<file path="config.mk">
export PLATFORM = sky130hd
export DESIGN_NAME = fifo_uart_tx
export DESIGN_NICKNAME = d
export VERILOG_FILES = /design/src/rtl/fifo_uart_tx.sv
export SDC_FILE = /design/constraint.sdc
export NUM_CORES = 1
export LEC_CHECK = 0
export CORE_ASPECT_RATIO = 1.75
export CORE_MARGIN = 5
export CORE_UTILIZATION = 45
export DETAILED_ROUTE_END_ITERATION = 16
export PLACE_DENSITY = 0.73
export SLEW_MARGIN = 20
export SYNTH_ARGS = -nofsm -noshare
export SYNTH_HDL_FRONTEND = slang
export SYNTH_SLANG_ARGS = --single-unit
</file>
<file path="constraint.sdc">
create_clock -name clk -period 2.52 [get_ports clk]
set_clock_uncertainty 0.15 [all_clocks]
set_input_delay 0.504 -clock clk [delete_from_list [all_inputs] [get_ports clk]]
set_output_delay 0.504 -clock clk [all_outputs]
set_load 0.02 [all_outputs]
</file>
<file path="src/rtl/fifo_uart_tx.sv">
`timescale 1ns/1ps
// fifo_uart_tx: pops words from an upstream FIFO and sends each as a UART frame (start, data LSB first, optional even parity, stop)
// Latency: fifo_rd_en rises one cycle after IDLE sees enable & !fifo_empty; the start bit begins two cycles after FETCH entry
// Backpressure: a frame starts only when enable=1 and the FIFO is non-empty; a frame in flight always runs to completion
// Ports: clk, rst (async, active-high), enable, fifo_empty, fifo_data[DATA_WIDTH-1:0] in;
//        fifo_rd_en, tx, busy, frame_done out (all driven straight from flops)
module fifo_uart_tx #(
    parameter int DATA_WIDTH   = 8,
    parameter int CLKS_PER_BIT = 16,
    parameter int PARITY_EN    = 0
) (
    input  logic                  clk,
    input  logic                  rst,
    input  logic                  enable,
    input  logic                  fifo_empty,
    input  logic [DATA_WIDTH-1:0] fifo_data,
    output logic                  fifo_rd_en,
    output logic                  tx,
    output logic                  busy,
    output logic                  frame_done
);

    localparam int TW = (CLKS_PER_BIT > 1) ? $clog2(CLKS_PER_BIT) : 1;
    localparam int BW = (DATA_WIDTH > 1) ? $clog2(DATA_WIDTH) : 1;
    localparam logic [TW-1:0] BIT_LAST = TW'(CLKS_PER_BIT - 1);
    localparam logic [BW-1:0] IDX_LAST = BW'(DATA_WIDTH - 1);

    typedef enum logic [2:0] {
        S_IDLE,
        S_FETCH,
        S_LOAD,
        S_START,
        S_DATA,
        S_PARITY,
        S_STOP
    } state_t;

    state_t                state_q, state_d;
    logic [TW-1:0]         timer_q, timer_d;
    logic [BW-1:0]         idx_q, idx_d;
    logic [DATA_WIDTH-1:0] shift_q, shift_d;
    logic                  parity_q, parity_d;
    logic                  tx_q, tx_d;
    logic                  rd_en_q, rd_en_d;
    logic                  busy_q, busy_d;
    logic                  done_q, done_d;

    always_comb begin
        state_d  = state_q;
        timer_d  = timer_q;
        idx_d    = idx_q;
        shift_d  = shift_q;
        parity_d = parity_q;

        case (state_q)
            S_IDLE: begin
                if (enable && !fifo_empty) begin
                    state_d = S_FETCH;
                end
            end
            S_FETCH: begin
                state_d = S_LOAD;
            end
            S_LOAD: begin
                // FIFO read data is registered, so it is valid in the cycle after FETCH
                shift_d  = fifo_data;
                parity_d = ^fifo_data;
                timer_d  = BIT_LAST;
                idx_d    = '0;
                state_d  = S_START;
            end
            S_START: begin
                if (timer_q == '0) begin
                    timer_d = BIT_LAST;
                    state_d = S_DATA;
                end else begin
                    timer_d = timer_q - 1'b1;
                end
            end
            S_DATA: begin
                if (timer_q == '0) begin
                    timer_d = BIT_LAST;
                    if (idx_q == IDX_LAST) begin
                        idx_d   = '0;
                        state_d = (PARITY_EN != 0) ? S_PARITY : S_STOP;
                    end else begin
                        idx_d   = idx_q + 1'b1;
                        shift_d = shift_q >> 1;
                    end
                end else begin
                    timer_d = timer_q - 1'b1;
                end
            end
            S_PARITY: begin
                if (timer_q == '0) begin
                    timer_d = BIT_LAST;
                    state_d = S_STOP;
                end else begin
                    timer_d = timer_q - 1'b1;
                end
            end
            S_STOP: begin
                if (timer_q == '0) begin
                    state_d = S_IDLE;
                end else begin
                    timer_d = timer_q - 1'b1;
                end
            end
            default: begin
                state_d = S_IDLE;
                timer_d = '0;
                idx_d   = '0;
            end
        endcase

        // Outputs are computed from the next state so the flops line up with the state they describe
        rd_en_d = (state_d == S_FETCH);
        busy_d  = (state_d != S_IDLE);
        done_d  = (state_d == S_STOP) && (timer_d == '0);
        case (state_d)
            S_START:  tx_d = 1'b0;
            S_DATA:   tx_d = shift_d[0];
            S_PARITY: tx_d = parity_d;
            default:  tx_d = 1'b1;
        endcase
    end

    always_ff @(posedge clk or posedge rst) begin
        if (rst) begin
            state_q  <= S_IDLE;
            timer_q  <= '0;
            idx_q    <= '0;
            shift_q  <= '0;
            parity_q <= 1'b0;
            tx_q     <= 1'b1;
            rd_en_q  <= 1'b0;
            busy_q   <= 1'b0;
            done_q   <= 1'b0;
        end else begin
            state_q  <= state_d;
            timer_q  <= timer_d;
            idx_q    <= idx_d;
            shift_q  <= shift_d;
            parity_q <= parity_d;
            tx_q     <= tx_d;
            rd_en_q  <= rd_en_d;
            busy_q   <= busy_d;
            done_q   <= done_d;
        end
    end

    assign fifo_rd_en = rd_en_q;
    assign tx         = tx_q;
    assign busy       = busy_q;
    assign frame_done = done_q;

endmodule

</file>
-- Word-level counts from Yosys, hierarchy flattened
Index checks and enable logic that the tools add are counted.
- register bits after elaboration: 23
- logic and storage cells: 59
- $add $sub $neg: 2
- equal/unequal tests: 14
- muxes and demuxes: 18
- bitwise operators: 1
- reduce and logical (&&, ||, !) cells: 14
- operators by type and width (kind ; number):
    two-way mux 3 bit ; 8
    == test 3 bit (second input constant) ; 7
    one-hot mux 3 bit (7 select lines) ; 1
    two-way mux 8 bit ; 2
    one-hot mux 4 bit (4 select lines) ; 1
    one-hot mux 8 bit (2 select lines) ; 1
    == test 3 x 2 -> 1 bit (second input constant) ; 3
    zero test 4 bit ; 2
    two-way mux 4 bit ; 2
    parity 8 bit ; 1
    == test 3 x 1 -> 1 bit (second input constant) ; 2
    one-hot mux 3 bit (2 select lines) ; 1
    OR reduction 5 bit ; 1
    != test 2 bit (second input constant) ; 2
    subtractor 4 x 1 -> 4 bit (second input constant) ; 1
    adder 3 x 1 -> 3 bit (second input constant) ; 1
    zero test 3 bit ; 1
    one-hot mux 1 bit (3 select lines) ; 1
    AND reduction 3 bit ; 1
    nonzero test 3 bit ; 1
    OR reduction 3 bit ; 1
    logical AND 1 bit ; 2
    AND reduction 2 bit ; 1
    nonzero test 2 bit ; 1
    4 further kinds ; 4

-- Depth between registers and ports, before layout
Gate-level depths: netlist of the first run.
- depth in word-level cells: 6
- gate-level depth with buffers: 8
- depth with buffers taken out: 8

-- Worst setup path before layout of the first run
OpenSTA, ideal clock, no wires.
- kind: reg-to-reg
- start: register timer_q[0]
- end: register done_q, in the netlist frame_done
- setup time: 101 ps
- arrival: 1885 ps
- data required time: 2269 ps
- slack: 384 ps
- cell stages (with the launch flop): 9
- buffers on the path: 0
- clock period less this slack: 2136 ps
- path through: dfrtp_1 inv_1 ha_1 nor3b_4 inv_1 ha_1 nor4b_1 o21ai_0 nor4_1
- cells in the longest elaborated chain, start to end: 5
- elaborated cells between the ends (all ways): 13
- RTL lines (what ; line ; source):
    start: declaration ; 39 ; logic [TW-1:0] timer_q, timer_d;
    start signal: assignment ; 141 ; timer_q <= timer_d;
    subtractor 4 x 1 -> 4 bit or zero test 4 bit (tied branches) ; n/a ;
    two-way mux 4 bit, or another cell as far along ; 103 ; if (timer_q == '0) begin
    one-hot mux 4 bit (4 select lines) or one-hot mux 3 bit (7 select lines) (tied branches) ; 55 ; case (state_q)
    zero test 4 bit or == test 3 bit (tied branches) ; 119 ; done_d = (state_d == S_STOP) && (timer_d == '0);
    logical AND 1 bit * ; 119 ;
    named net done_d ; 46 ; logic done_q, done_d;
    end signal: assignment ; 148 ; done_q <= done_d;
    end: declaration ; 46 ;
The timed path passes the listed nets; every way through them passes the cells marked *.
A chain may end at the register's enable or synchronous reset.

-- Worst setup path in the final report of the first run
Same ends and word-level chain as after synthesis.

==> impl_metrics.tcl, run 1 <==
set metrics [dict create \
    outcome "complete, no violations" \
    cp_data_required_time_ns 2.53 \
    regArea_sq_um 577 \
    cp-end-kind "flop" \
    hold_depth 1 \
    max_slew_margin 0.594 \
    syn-cell-area_sq_um 1290 \
    clock_latency_ns 0.26 \
    fin_crit_sh 0.917 \
    cts_sinks 23 \
    min_period_ns 2.31 \
    seq_area_frac_synth 0.448 \
    vias 1079 \
    routedWlPerCell_um 14.6 \
    die_y_um 80.8 \
    cp_data_arrival_time_ns 2.32 \
    power.total_mw 1.36 \
    final_hold_viol_count 0 \
    die_area_sq_um 4080 \
    worst_pin_slew_ns 0.608 \
    syn_area_per_cell_sq_um 9.34 \
    htreeDepth 1 \
    ir_worst_vdd_mv 0.492 \
    ios 16 \
    rows 25 \
    hold_class "reg -> reg" \
    antenna_found_initial 0 \
    coreArea_sq_um 2720 \
    drtIter0Drc 18 \
    grt_usage 0.152 \
    grt_pass1_vias 1146 \
    grt_pass1_wl_um 4870 \
    ant_nets 0 \
    ff2ff_path_depth 8 \
    multi_input_area_sq_um 656 \
    overflow 0 \
    ctsHoldBuffers 0 \
    leakage_nw 0.706 \
    detail_route.vias_per_cell 5.90 \
    timing.rr.end "frame_done" \
    clockBufferDepth 2 \
    fill_cells 254 \
    yosysUniqueCellTypes 38 \
    critical_path_class "reg -> reg" \
    routed_wirelength_um 2670 \
    holdPathEnd "shift_q[0]" \
    drive_gt1_frac 0.122 \
    r2r_slack_ns 0.21 \
    clock.fmax_ghz 0.433 \
    globalplace.congestion 0.887 \
    place_hpwl_um 2050 \
    drv_slew 0 \
    area_growth_syn_to_layout_pct 19.3 \
    initial_utilization 0.474 \
    drtPass1Iterations 4 \
    die_x_um 50.5 \
    setup_viol 0 \
    io_buffers 15 \
    root_buffer "clkbuf_8" \
    rsz0062_at_grt "false" \
    yosysWarnings 0 \
    grt_start_max_net_pins 21 \
    place_area_sq_um 1480 \
    cts_tree "built" \
    min_from "shift_q[0]" \
    final_area_sq_um 1540 \
    power_density_nw_per_um2 883 \
    setup_tns_ns 0 \
    nNetsFinal 173 \
    cts.clk_slew.worst_paths_ns 0.08 \
    cts_buffers 3 \
    cp-start-kind "flop" \
    synth_nets 154 \
    diodes 0 \
    maxCapViolations 0 \
    drc 0 \
    cp_max_fo 6 \
    reg2reg_from "timer_q[0]" \
    ys_ff_latch 23 \
    synth_cells 138 \
]
==> registers in the layout, summed over array words and instances (netlist names) <==
signal      flops
busy            1
fifo_rd_en      1
frame_done      1
idx_q           3
parity_q        1
shift_q         8
state_q         3
timer_q         4
tx              1
==> how the worst max path moves through the flow <==
stage / end / cells after the start / startpoint / slack [ns]
global placement: frame_done / 8 / timer_q[0] / 0.29
floorplan: frame_done / 8 / timer_q[0] / 0.38
finish: frame_done / 8 / timer_q[0] / 0.21
detailed placement: frame_done / 8 / timer_q[0] / 0.10
CTS: frame_done / 8 / timer_q[0] / 0.06
global route: frame_done / 8 / timer_q[1] / 0.02
==> final cells by class <==
cell class,instances,area share
tap,27,0.0220
sequential,23,0.375
clock inverter,1,0.00325
clock buffer,3,0.0269
timing repair buffer,22,0.132
inverter,6,0.0146
multi-input combinational,101,0.426
==> cells in the final DEF (no fill, tap or decap), types with 2 or more instances in the layout <==
cell	count
a21o_1	5
a21oi_1	7
a22o_1	4
a22oi_1	6
buf_4	7
clkbuf_8	3
clkdlybuf4s50_1	15
dfrtp_1	22
ha_1	3
inv_1	6
nand2_1	17
nor2_1	11
nor2b_1	2
nor3_1	3
o21a_1	2
o21ai_0	10
o21bai_1	2
o22ai_1	2
xnor2_1	7
==> power by group <==
group          switching [mW]  internal [mW]
Sequential              0.101          0.490
Clock                   0.116          0.110
Combinational           0.290          0.251
Total                   0.507          0.851
==> worst max-delay path, stage by stage, from the launching register on <==
cell	delay (ns)
dfrtp_1	0.41
inv_1	0.07
ha_2	0.23
nor3b_4	0.31
inv_1	0.11
ha_1	0.32
nor4b_2	0.29
o21ai_0	0.11
nor4_1	0.20
==> per-stage QoR <==
step | cells | hold slack [ns] | worst slack [ns] | utilization
6_report | 183 | 0.339 | 0.208 | 0.565
5_1_grt | 183 | 0.359 | 0.0179 | 0.565
4_1_cts | 182 | 0.343 | 0.0584 | 0.559
3_5_place_dp | 178 | 0.317 | 0.102 | 0.542
3_3_place_gp | 178 | 0.313 | 0.287 | 0.542
2_1_floorplan | 138 | 0.296 | 0.384 | -
==> kinds of logic (layout without fill, tap and decap cells) <==
group           count (synthesis)  after routing  synth area share
compound gates                 44             44             0.227
xor+xnor                        7              7            0.0476
fa+ha+maj                       4              4            0.0388
buf+inv                        14             32            0.0505
flops                          23             23             0.448
mux                             1              1           0.00874
simple gates                   45             45             0.180
==> layer usage <==
layer | vias to the layer above | GRT usage | routed length [um]
li1 | 528 | - | -
met1 | 525 | 0.162 | 1020
met2 | 21 | 0.277 | 1480
met3 | 5 | 0.0202 | 101
met4 | 0 | 0.0818 | 63
met5 | - | 0 | 0
==> cell usage after synthesis <==
master | number | area [sq um]
a21oi_1 | 7 | 35.0
a31oi_1 | 1 | 6.26
nor4_1 | 1 | 6.26
a21boi_0 | 1 | 7.51
nand3_1 | 1 | 5.00
nor2_2 | 1 | 6.26
nand4bb_1 | 1 | 11.3
dfstp_2 | 1 | 26.3
buf_6 | 1 | 11.3
nand2b_1 | 1 | 6.26
o311a_1 | 1 | 10.0
nand4b_1 | 1 | 8.76
dfrtp_1 | 22 | 551
a31o_2 | 1 | 8.76
inv_1 | 6 | 22.5
a21o_1 | 5 | 37.5
a22o_1 | 4 | 35.0
a211oi_1 | 1 | 7.51
xnor2_1 | 7 | 61.3
nor4b_1 | 2 | 17.5
buf_2 | 4 | 20.0
mux2_2 | 1 | 11.3
nor3_1 | 3 | 15.0
a22oi_1 | 6 | 45.0
o21bai_1 | 2 | 15.0
nor3b_4 | 1 | 18.8
or2_2 | 1 | 6.26
nor2_1 | 11 | 41.3
nand2_1 | 17 | 63.8
nor2b_1 | 2 | 12.5
o211ai_1 | 1 | 7.51
clkbuf_1 | 3 | 11.3
o21a_1 | 2 | 15.0
or3_1 | 1 | 6.26
o21ai_0 | 10 | 50.1
and3_1 | 1 | 6.26
ha_1 | 4 | 50.1
o22ai_1 | 2 | 12.5
==> what timing repair did <==
action / 4_1_cts / 5_1_grt
resized for setup: 0 / 2
endpoints found under the setup margin: 0 / 1
setup buffers: 0 / 1
Power figures use the tool's default switching activity.
==> run 2: changes to the inputs <==
- CAP_MARGIN: not set -> 20
==> results of run 2 <==
Same layout as run 1: the final DEF is identical, and so are final timing and power.
